$ cat config.mk
export PLATFORM = sky130hd
export DESIGN_NAME = row_reconstructor
export DESIGN_NICKNAME = d
export VERILOG_FILES = /design/src/rtl/row_reconstructor.sv
export SDC_FILE = /design/constraint.sdc
export NUM_CORES = 1
export LEC_CHECK = 0
export ABC_AREA = 1
export BUFFER_PORTS_ARGS = -buffer_cell sky130_fd_sc_hd__buf_2
export CAP_MARGIN = 20
export CORE_ASPECT_RATIO = 1.25
export CORE_MARGIN = 10
export CORE_UTILIZATION = 50
export DETAILED_ROUTE_END_ITERATION = 7
export GPL_TIMING_DRIVEN = 1
export PLACE_DENSITY = 0.71
export SETUP_SLACK_MARGIN = 0.15
export SLEW_MARGIN = 20
export SYNTH_ARGS = -nofsm -noshare
export SYNTH_HDL_FRONTEND = slang
export SYNTH_SLANG_ARGS = --single-unit
export TNS_END_PERCENT = 5
$ cat constraint.sdc
create_clock -name clk -period 6.97 [get_ports clk]
set_input_delay 1.0455 -clock clk [delete_from_list [all_inputs] [get_ports clk]]
set_output_delay 1.0455 -clock clk [all_outputs]
set_load 0.1 [all_outputs]
$ cat src/rtl/row_reconstructor.sv
// -----------------------------------------------------------------------------
// row_reconstructor
//
// Inverse integer CDF 5/3 lifting for one row of LENGTH samples, with symmetric
// extension at both ends. Coefficient pairs (s[n], d[n]) arrive one per
// accepted cycle. Each accepted pair yields the even sample x[2n] and, once a
// previous pair is known, the odd sample x[2n-1]. The last odd sample
// x[LENGTH-1] is written in a single flush cycle, and that cycle also raises
// result.
//
// Parameters
//   LENGTH   samples per row (even, >= 4)
//
// Ports
//   clk       system clock, rising edge
//   resetn    asynchronous active-low reset
//   en        start pulse, accepted only while idle
//   in_valid  qualifies s/d as one coefficient pair while loading
//   s         lowpass coefficient, unsigned 8 bit
//   d         highpass coefficient, two's complement 8 bit
//   out       reconstructed row, out[8*i +: 8] = x[i]
//   busy      high from the accepted en until result
//   result    one-cycle pulse when out holds a complete row
// -----------------------------------------------------------------------------
module row_reconstructor #(
    parameter int LENGTH = 8
) (
    input  logic                  clk,
    input  logic                  resetn,
    input  logic                  en,
    input  logic                  in_valid,
    input  logic [7:0]            s,
    input  logic [7:0]            d,
    output logic [8*LENGTH-1:0]   out,
    output logic                  busy,
    output logic                  result
);

    localparam int N      = LENGTH / 2;
    localparam int CNT_W  = (N > 1) ? $clog2(N) : 1;
    localparam int DATA_W = 8;
    localparam int IW     = 11;

    typedef enum logic [1:0] {
        ST_IDLE,
        ST_LOAD,
        ST_FLUSH
    } state_t;

    state_t                  state, state_nxt;
    logic [CNT_W-1:0]        cnt;
    logic [DATA_W-1:0]       d_prev;
    logic [DATA_W-1:0]       x_prev;

    logic                    start;
    logic                    accept;
    logic                    flush;

    logic [DATA_W-1:0]       dp;
    logic signed [IW-1:0]    even_sum;
    logic signed [IW-1:0]    xe_wide;
    logic signed [IW-1:0]    xo_wide;
    logic signed [IW-1:0]    xl_wide;
    logic [DATA_W-1:0]       xe;
    logic [DATA_W-1:0]       xo;
    logic [DATA_W-1:0]       xl;

    // Rounding and truncation helpers
    function automatic logic signed [IW-1:0] zext(input logic [DATA_W-1:0] v);
        return $signed({{(IW-DATA_W){1'b0}}, v});
    endfunction

    function automatic logic signed [IW-1:0] sext(input logic [DATA_W-1:0] v);
        return $signed({{(IW-DATA_W){v[DATA_W-1]}}, v});
    endfunction

    function automatic logic signed [IW-1:0] floor_div4(input logic signed [IW-1:0] v);
        return v >>> 2;
    endfunction

    function automatic logic signed [IW-1:0] floor_div2(input logic signed [IW-1:0] v);
        return v >>> 1;
    endfunction

    function automatic logic [DATA_W-1:0] wrap8(input logic signed [IW-1:0] v);
        return v[DATA_W-1:0];
    endfunction

    // State register
    always_ff @(posedge clk or negedge resetn) begin
        if (!resetn) begin
            state <= ST_IDLE;
        end else begin
            state <= state_nxt;
        end
    end

    // Next state and cycle qualifiers
    always_comb begin
        state_nxt = state;
        start     = 1'b0;
        accept    = 1'b0;
        flush     = 1'b0;
        case (state)
            ST_IDLE: begin
                // A pair presented together with en is not consumed.
                if (en) begin
                    start     = 1'b1;
                    state_nxt = ST_LOAD;
                end
            end
            ST_LOAD: begin
                if (in_valid) begin
                    accept = 1'b1;
                    if (cnt == CNT_W'(N - 1)) begin
                        state_nxt = ST_FLUSH;
                    end
                end
            end
            ST_FLUSH: begin
                flush     = 1'b1;
                state_nxt = ST_IDLE;
            end
            default: begin
                state_nxt = ST_IDLE;
            end
        endcase
    end

    // Lifting datapath. Odd samples use the already-wrapped even samples so
    // that the mod-256 round trip with the forward transform is exact.
    always_comb begin
        dp       = (cnt == '0) ? d : d_prev;   // d[-1] mirrors d[0]
        even_sum = sext(dp) + sext(d) + IW'(2);
        xe_wide  = zext(s) - floor_div4(even_sum);
        xe       = wrap8(xe_wide);
        xo_wide  = sext(d_prev) + floor_div2(zext(x_prev) + zext(xe));
        xo       = wrap8(xo_wide);
        // x[LENGTH] mirrors x[LENGTH-2], so the average collapses to x[LENGTH-2].
        xl_wide  = sext(d_prev) + zext(x_prev);
        xl       = wrap8(xl_wide);
    end

    // Control registers
    always_ff @(posedge clk or negedge resetn) begin
        if (!resetn) begin
            cnt    <= '0;
            busy   <= 1'b0;
            result <= 1'b0;
        end else begin
            result <= flush;
            if (start) begin
                cnt  <= '0;
                busy <= 1'b1;
            end else if (accept) begin
                cnt  <= cnt + CNT_W'(1);
            end
            if (flush) begin
                busy <= 1'b0;
            end
        end
    end

    // Row storage and lifting history
    always_ff @(posedge clk or negedge resetn) begin
        if (!resetn) begin
            out    <= '0;
            d_prev <= '0;
            x_prev <= '0;
        end else begin
            if (accept) begin
                d_prev <= d;
                x_prev <= xe;
                for (int i = 0; i < N; i++) begin
                    if (cnt == CNT_W'(i)) begin
                        out[16*i +: 8] <= xe;
                    end
                end
                for (int i = 1; i < N; i++) begin
                    if (cnt == CNT_W'(i)) begin
                        out[16*i-8 +: 8] <= xo;
                    end
                end
            end
            if (flush) begin
                out[8*(LENGTH-1) +: 8] <= xl;
            end
        end
    end

endmodule

==> results of run 1 <==
[layout make-up]
| type | count | area (um2) |
|---|---|---|
| Inverter | 73 | 274.0 |
| Fill cell | 912 | 4111 |
| Tap cell | 129 | 161.4 |
| Sequential cell | 86 | 2152 |
| Multi-Input combinational cell | 474 | 2666 |
| Clock inverter | 4 | 45.04 |
| Clock buffer | 12 | 256.5 |
| Timing Repair Buffer | 86 | 439.2 |
[metal layers]
layer	up-vias	part of all wire (%)	GRT usage (%)
met2	118	51	31.31
li1	2250	-	-
met1	2168	43	20.32
met3	17	4.5	3.391
met4	0	1.8	6.581
met5	-	0	0
[how the worst min path moves through the flow]
stage | end | slack [ps] | cells after the start
finish | out[56] | 470 | 2
floorplan | x_prev[0] | 480 | 2
detailed placement | out[42] | 460 | 2
global placement | out[56] | 450 | 2
global route | out[56] | 500 | 2
CTS | out[56] | 480 | 2
[per-stage QoR]
stage / instance area (um2) / cells / setup slack (ps)
after floorplan: 5196 / 645 / 1561
after global placement: 5689 / 848 / 1120
after detailed placement: 5689 / 848 / 1001
after CTS: 5991 / 864 / 1301
after global routing: 5995 / 864 / 578.8
final: 5995 / 864 / 1309
[registers in the layout, indices dropped and copies added (netlist names)]
signal and cells:
state 2, result 1, d_prev 8, out 64
x_prev 8, busy 1, cnt 2
[logic make-up after synthesis]
logic type | Yosys count | share of synthesized area, %
simple gates | 315 | 25.91
compound gates | 89 | 9.054
flops | 86 | 41.42
buf+inv | 85 | 7.272
fa+ha+maj | 53 | 13.48
xor+xnor | 17 | 2.866
[cell usage in the layout, fill, tap and decap left out, drive strengths merged, types with 3 or more instances in the layout]
cell	synthesis	routed
fa	5	5
nor2	23	23
nand3	45	45
or2	6	6
inv	72	72
o21ai	58	58
clkinv	1	4
nand2	223	223
xnor2	8	8
ha	48	48
nor3	3	3
xor2	9	9
dfrtp	86	86
a21oi	22	22
clkbuf	3	12
nand4	9	9
a31oi	3	3
buf	9	86
and2	3	3
[tightest hold or removal path, delay by kind of cell, from the launching register on]
kind | cells | cell delay (ps)
DFF | 1 | 340
and+or+nand+nor | 2 | 100
==> results.txt, run 1 <==
Syn Area/Cell: 8.056 um2
Top_reg_cell synth: dfrtp_1
WS Path Type: reg -> reg
Syn. warnings: 0
Syn_nets: 718
R2R Path End: out[15]
Hold_ws: 471.8 ps
Netlist cell types: 37
Crit Path Max Fanout: 9
Synth area leader: dfrtp_1
Count leader, synth: nand2_1
Max cap viols: 0
Post-synth top cells: nand2_1 (219), dfrtp_1 (86), inv_1 (70), o21ai_0 (57), ha_1 (48)
Clock Skews: 4.465 ps
DIE AREA: 0.01490 mm2
Startpoint types: flop
Crit path depth: 33
Min-delay worst type: reg -> reg
Slew Limit Headroom: 46.46%
Syn Std Cell Area: 0.005196 mm2
R2R Path Start: cnt[0]
Worst Path Buf+Inv: 5
Hold_buf cts: 0
Util after Layout: 59.32%
Sequential area share after synthesis: 41.42%
Hpwl dp: 9820 um
# nets final: 803
Ant diodes: 0
DR WL/cell: 14.91 um
Drt via density: 5.270
Die height: 134.0 um
Global Route Usage Sum: 17.57%
Initial antenna violation count: 0
R2R depth: 33
Fraction of layout cells with a size suffix above 1: 16.05%
Vias in the first global route: 4,613
Cell Rows: 41
Grt ovf: 0
Async set or reset register ratio after synthesis: 100.0%
Clock root buffer: clkbuf_16
Antenna Violating Nets Remaining: 0
IO Port Bufs: 85
Worst path required time: 7200 ps
Die W: 111.2 um
Critical path origin: cnt[0]
Minimum clock period: 5661 ps
Synth top area share: 41.42%
Area grow syn2layout: 15.36%
Slowest-stage cell, CP: fa_1
Vias: 4,553
Internal reg-to-reg setup slack: 1310 ps
Clock latency on the worst-skew pair: 340 ps
Initial core utilization: 51.42%
Drt first pass iters: 5
Postcts setup bufs: 0
Worst setup EP type: flop
Number of top-level pins: 86
CTS clk-pin slew, worst paths: 60 ps
Hold Crit Start: out[56]
Run status: completed
Post-Route WL: 12,890 um
Crit-path max cell delay: 410 ps
Starting DRT DRC Count: 233
Cell count after synthesis: 645
Core area: 0.01011 mm2
Setup TNS: 0 ps
H-tree levels: 3
Routability cong.: 0.9109
Top cells by area, synth: dfrtp_1 (41%), nand2_1 (16%), ha_1 (12%)
Fmax: 176.6 MHz
Slew @ Worst Pin: 803.0 ps
Synthesized flop and latch total: 86
Final hold vios: 0
CTS Buffer Depth: 2
Fin. max-slew vios: 0
First-pass GRT wire length: 21,980 um
RSZ-0062 raised after global routing: false
Clk sinks: 86
Number of clock buffers inserted by TritonCTS: 9
DRC: 0
Worst Setup EP: out[15]
Final setup fails: 0
CP arrival: 5890 ps
Largest delay share family, worst path: adder cells
EDFF count, synth: 0
CTS tree: done
CTS resizes: 0
Pin count of the biggest net entering global routing: 87
Crit-path most repeated cell: nand2_1
Final period util: 81.22%
Power of run 1 is left out: the tool's default activity adds up to more than one toggle a clock period on the data nets, which glitch-free logic cannot reach.
==> run 2, diff against run 1 <==
- clock period: 6.97 -> 5.45 ns (I/O delays scaled with it)
==> results.txt, run 2 (synthesized netlist as in run 1, its figures left out) <==
Vias: 4,633 (+1.8%)
Minimum clock period: 5182 ps (-479.7 ps)
# nets final: 828 (+3.1%)
Largest regs: out x64, d_prev x8, x_prev x8
Final std cells w/o fill: 889 (+2.9%)
Worst path required time: 5680 ps (-1520 ps)
DRC: 0 (unchanged)
Worst setup EP type: flop
CP arrival: 5420 ps (-470 ps)
CTS tree: done
Cell Rows: 41 (unchanged)
Min-Delay Path Depth: 2 (unchanged)
Final setup fails: 0 (unchanged)
Antenna Violating Nets Remaining: 0 (unchanged)
RSZ-0062 raised after global routing: true
CTS Buffer Depth: 2 (unchanged)
Drt first pass iters: 5 (unchanged)
Hold Crit Start: out[42]
Clock root buffer: clkbuf_16
Fill count: 860 (-5.7%)
Drt via density: 5.211 (-1.1%)
Startpoint types: flop
WS Path Type: reg -> reg
Vias in the first global route: 4,575 (-0.82%)
Commonest cells after routing, fill and taps aside: nand2_1 (210), dfrtp_1 (86), buf_2 (84)
Crit Path Max Fanout: 4 (-5)
Post-Route WL: 13,690 um (+6.2%)
Sink of the worst hold path: out[42]
R2R Path End: out[31]
Pre-CTS WS: -95.54 ps (-1096 ps)
Clock latency on the worst-skew pair: 340 ps (about the same)
First-pass GRT wire length: 21,980 um (unchanged)
Core area: 0.01011 mm2 (unchanged)
Clock Skews: 7.391 ps (+2.925 ps)
Starting DRT DRC Count: 252 (+8.2%)
Die height: 134.0 um (unchanged)
Routability cong.: 0.8979 (-1.4%)
Max reg flops: 64 (unchanged)
Clk sinks: 86 (unchanged)
Commonest non-fill, non-tap cell in the layout: nand2_1
Reg with most FFs: out
Final worst slack: 268.4 ps (-1040 ps)
Hold_ws: 465.7 ps (-6.088 ps)
DR WL/cell: 15.40 um (+3.2%)
Final period util: 95.08% (+14 points)
Hold_buf cts: 0 (unchanged)
Initial antenna violation count: 0 (unchanged)
Internal reg-to-reg setup slack: 270 ps (-1040 ps)
Slew Limit Headroom: 48.15% (+1.7 points)
Number of top-level pins: 86 (unchanged)
Ant diodes: 0 (unchanged)
R2R depth: 27 (-18%)
Die W: 111.2 um (unchanged)
Global Route Usage Sum: 17.76% (+0.18 points)
Area grow syn2layout: 23.12%
Final hold vios: 0 (unchanged)
Slew @ Worst Pin: 777.7 ps (-25.34 ps)
Min-delay worst type: reg -> reg
R2R Path Start: cnt[1]
Number of clock buffers inserted by TritonCTS: 9 (unchanged)
Fraction of layout cells with a size suffix above 1: 24.87% (+8.8 points)
Pin count of the biggest net entering global routing: 87 (unchanged)
Max cap viols: 0 (unchanged)
Hpwl dp: 9952 um (+1.3%)
H-tree levels: 3 (unchanged)
DIE AREA: 0.01490 mm2 (unchanged)
Grt ovf: 0 (unchanged)
Placed cells: 863 (+1.8%)
Initial core utilization: 51.42% (unchanged)
Fin. max-slew vios: 0 (unchanged)
CTS clk-pin slew, worst paths: 60 ps (about the same)
IO Port Bufs: 85 (unchanged)
Fmax: 193.0 MHz (+9.3%)
Run status: completed
-- run 2: cell types whose count changed in the layout (fill, tap and decap cells not counted), sizes merged --
cell and delta:
clkbuf -1, clkinvlp +2, clkinv -1, buf +25
-- run 2: worst max path at each step --
stage,startpoint,end,slack [ps],depth (start not counted)
after floorplan,d[1],out[31],270,35
after global placement,d[3],out[14],70,26
after detailed placement,d[1],out[31],-100,35
after CTS,cnt[0],out[31],160,32
after global routing,cnt[1],out[31],-10,37
final,cnt[1],out[31],270,27
-- run 2: layout make-up --
class | instances | area, um2 | share of cell area [%]
clock buffers | 11 | 242.7 | 3.794
clock inverters | 5 | 58.81 | 0.9192
inverters | 73 | 276.5 | 4.322
multi-input cells | 474 | 2879 | 45.00
flip-flops and latches | 86 | 2152 | 33.64
well taps | 129 | 161.4 | 2.523
repair buffers | 111 | 626.9 | 9.799
-- run 2: metal layers --
metal  GRT usage (%)  vias up  part of all wire (%)
li1                -     2312                     -
met1           19.62     2176                    40
met2           32.26      121                    52
met3           2.677       24                   4.9
met4           8.870        0                   3.1
met5               0        -                     0
-- run 2: through the flow --
| step | cell area (um2) | setup TNS, ps | util (%) |
|---|---|---|---|
| 6_report | 6397 | 0 | 63.30 |
| 5_1_grt | 6397 | -14.44 | 63.30 |
| 4_1_cts | 6133 | 0 | 60.69 |
| 3_5_place_dp | 5802 | -383.2 | 57.41 |
| 3_3_place_gp | 5802 | 0 | 57.41 |
| 2_1_floorplan | 5196 | 0 | - |
-- run 2: worst max-delay path, stage by stage (launching register included) --
cell and delay, ps:
dfrtp_1 410, inv_2 140, ha_4 190, nand2_1 60
o21ai_1 80, ha_1 260, nor2_2 100, o21ai_2 90
fa_2 530, inv_1 70, ha_1 220, fa_1 460
xnor2_2 190, ha_1 360, nand2_1 110, o21ai_0 380
nand4_1 140, nand2_1 110, xor2_1 160, ha_1 310
nand2_2 120, inv_2 50, nand2_2 80, nand2_1 60
a21oi_2 130, nand3_2 120, nand3_1 100, nand2_1 50
-- run 2: timing repair --
action                                 in CTS  in global routing
setup buffers                               1                  9
pin swaps                                   2                 27
gates resized for setup                     8                 46
endpoints found under the hold margin       0                  0
setup endpoints to repair                  10                 14
Power of run 2 is left out for the same reason.
==> run 3, diff against run 2 <==
- CORE_ASPECT_RATIO: 1.25 -> 0.75
- SKIP_LAST_GASP: not set -> 1
==> results.txt, run 3 (synthesized netlist as in run 1, its figures left out) <==
Vias in the first global route: 4,711 (+3.0%)
# nets final: 829 (+0.12%)
Util after Layout: 62.73% (-0.57 points)
DIE AREA: 0.01491 mm2 (+0.12%)
Commonest non-fill, non-tap cell in the layout: nand2_1
Die W: 137.7 um (+24%)
Fin. max-slew vios: 0 (unchanged)
Clk sinks: 86 (unchanged)
Core area: 0.01021 mm2 (+1.0%)
Clock latency on the worst-skew pair: 340 ps (about the same)
CTS clk-pin slew, worst paths: 60 ps (about the same)
CP arrival: 5490 ps (+70 ps)
Fmax: 189.9 MHz (-1.6%)
Routability cong.: 0.9468 (+5.4%)
Starting DRT DRC Count: 310 (+23%)
Final period util: 96.64% (+1.6 points)
Commonest cells after routing, fill and taps aside: nand2_1 (214), dfrtp_1 (86), buf_2 (84)
Largest regs: out x64, d_prev x8, x_prev x8
WS Path Type: reg -> reg
Max reg flops: 64 (unchanged)
Reg area: 0.002152 mm2 (unchanged)
Global Route Usage Sum: 19.55% (+1.8 points)
Drt via density: 5.234 (+0.44%)
Initial core utilization: 50.89% (-0.52 points)
Crit Path Max Fanout: 7 (+3)
Vias: 4,690 (+1.2%)
Number of clock buffers inserted by TritonCTS: 9 (unchanged)
Worst path required time: 5680 ps (about the same)
Antenna Violating Nets Remaining: 0 (unchanged)
Crit-path most repeated cell: nand2_1
Cell Rows: 32 (-22%)
DRC: 0 (unchanged)
Number of top-level pins: 86 (unchanged)
Die height: 108.3 um (-19%)
RSZ-0062 raised after global routing: true
Pin count of the biggest net entering global routing: 87 (unchanged)
Minimum clock period: 5267 ps (+85.43 ps)
Multi-input logic area: 0.002867 mm2 (-0.43%)
Run status: completed
DR WL/cell: 16.23 um (+5.4%)
Fill count: 916 (+6.5%)
Max cap viols: 0 (unchanged)
Initial antenna violation count: 0 (unchanged)
Clock Skews: 6.855 ps (-0.5360 ps)
Slew @ Worst Pin: 774.3 ps (-3.388 ps)
Reg with most FFs: out
First-pass GRT wire length: 23,370 um (+6.3%)
Worst setup EP type: flop
Final setup fails: 0 (unchanged)
Slowest-stage cell, CP: or3_1
Fraction of layout cells with a size suffix above 1: 23.82% (-1.1 points)
Drt first pass iters: 5 (unchanged)
Clock root buffer: clkbuf_16
Startpoint types: flop
Grt ovf: 0 (unchanged)
Ant diodes: 0 (unchanged)
H-tree levels: 3 (unchanged)
IO Port Bufs: 85 (unchanged)
Final hold vios: 0 (unchanged)
CTS tree: done
DP Area: 0.005826 mm2 (+0.41%)
Design area: 0.006405 mm2 (+0.12%)
Post-Route WL: 14,550 um (+6.3%)
Hold_buf cts: 0 (unchanged)
Hpwl dp: 10,630 um (+6.8%)
Crit-path max cell delay: 400 ps (-130 ps)
Area grow syn2layout: 23.26%
Slew Limit Headroom: 48.38% (+0.23 points)
Min-delay worst type: reg -> reg
Min-Delay Path Depth: 2 (unchanged)
R2R depth: 30 (+11%)
CTS Buffer Depth: 2 (unchanged)
==> run 3: worst paths after layout <==
check | start | endpoint | slack, ps
hold reg to reg | out[42] | out[42] | 470
setup / recovery | cnt[1] | out[47] | 180
max in group asynchronous | resetn | out[7] | 4380
hold / removal | out[42] | out[42] | 470
setup reg to reg | cnt[1] | out[47] | 180
min in group asynchronous | resetn | result | 530
==> run 3: per-layer routing <==
layer | part of all wire, % | wire (um) | GRT usage [%]
met5 | 0 | 0 | 0
met4 | 1.7 | 249 | 5.572
met3 | 6.7 | 976 | 4.727
met2 | 46 | 6731 | 31.47
met1 | 45 | 6588 | 25.74
==> run 3: area by class of cell <==
class / instances / share of cell area, %
Clock buffer: 10 / 3.731
Clock inverter: 5 / 1.035
Inverter: 73 / 4.317
Multi-Input combinational cell: 474 / 44.75
Sequential cell: 86 / 33.60
Tap cell: 136 / 2.657
Timing Repair Buffer: 112 / 9.904
==> run 3: through the flow <==
| step | std cells | setup TNS, ps | hold WS, ps | setup WS, ps |
|---|---|---|---|---|
| finish | 896 | 0 | 473.1 | 182.9 |
| floorplan | 645 | 0 | 478.6 | 268.6 |
| global route | 896 | -71.52 | 502.9 | -34.92 |
| detailed placement | 872 | -310.0 | 459.2 | -116.8 |
| CTS | 891 | 0 | 475.7 | 155.1 |
| global placement | 872 | 0 | 453.4 | 107.6 |
==> run 3: worst max-delay path: cells and delay by family (launching register included) <==
kind	cells	cell delay, ps
and+or+nand+nor	17	2040
DFF	1	390
adders and majority gates	6	1860
buffers and inverters	3	220
AOI/OAI and AO/OA	3	480
xor gates and xnor gates	1	170
==> run 3: timing repair <==
| action | in CTS | in global routing |
|---|---|---|
| pin swaps | 0 | 14 |
| endpoints found under the setup margin | 9 | 15 |
| resized for setup | 8 | 36 |
| setup buffers | 4 | 5 |
Power of run 3 is left out for the same reason.
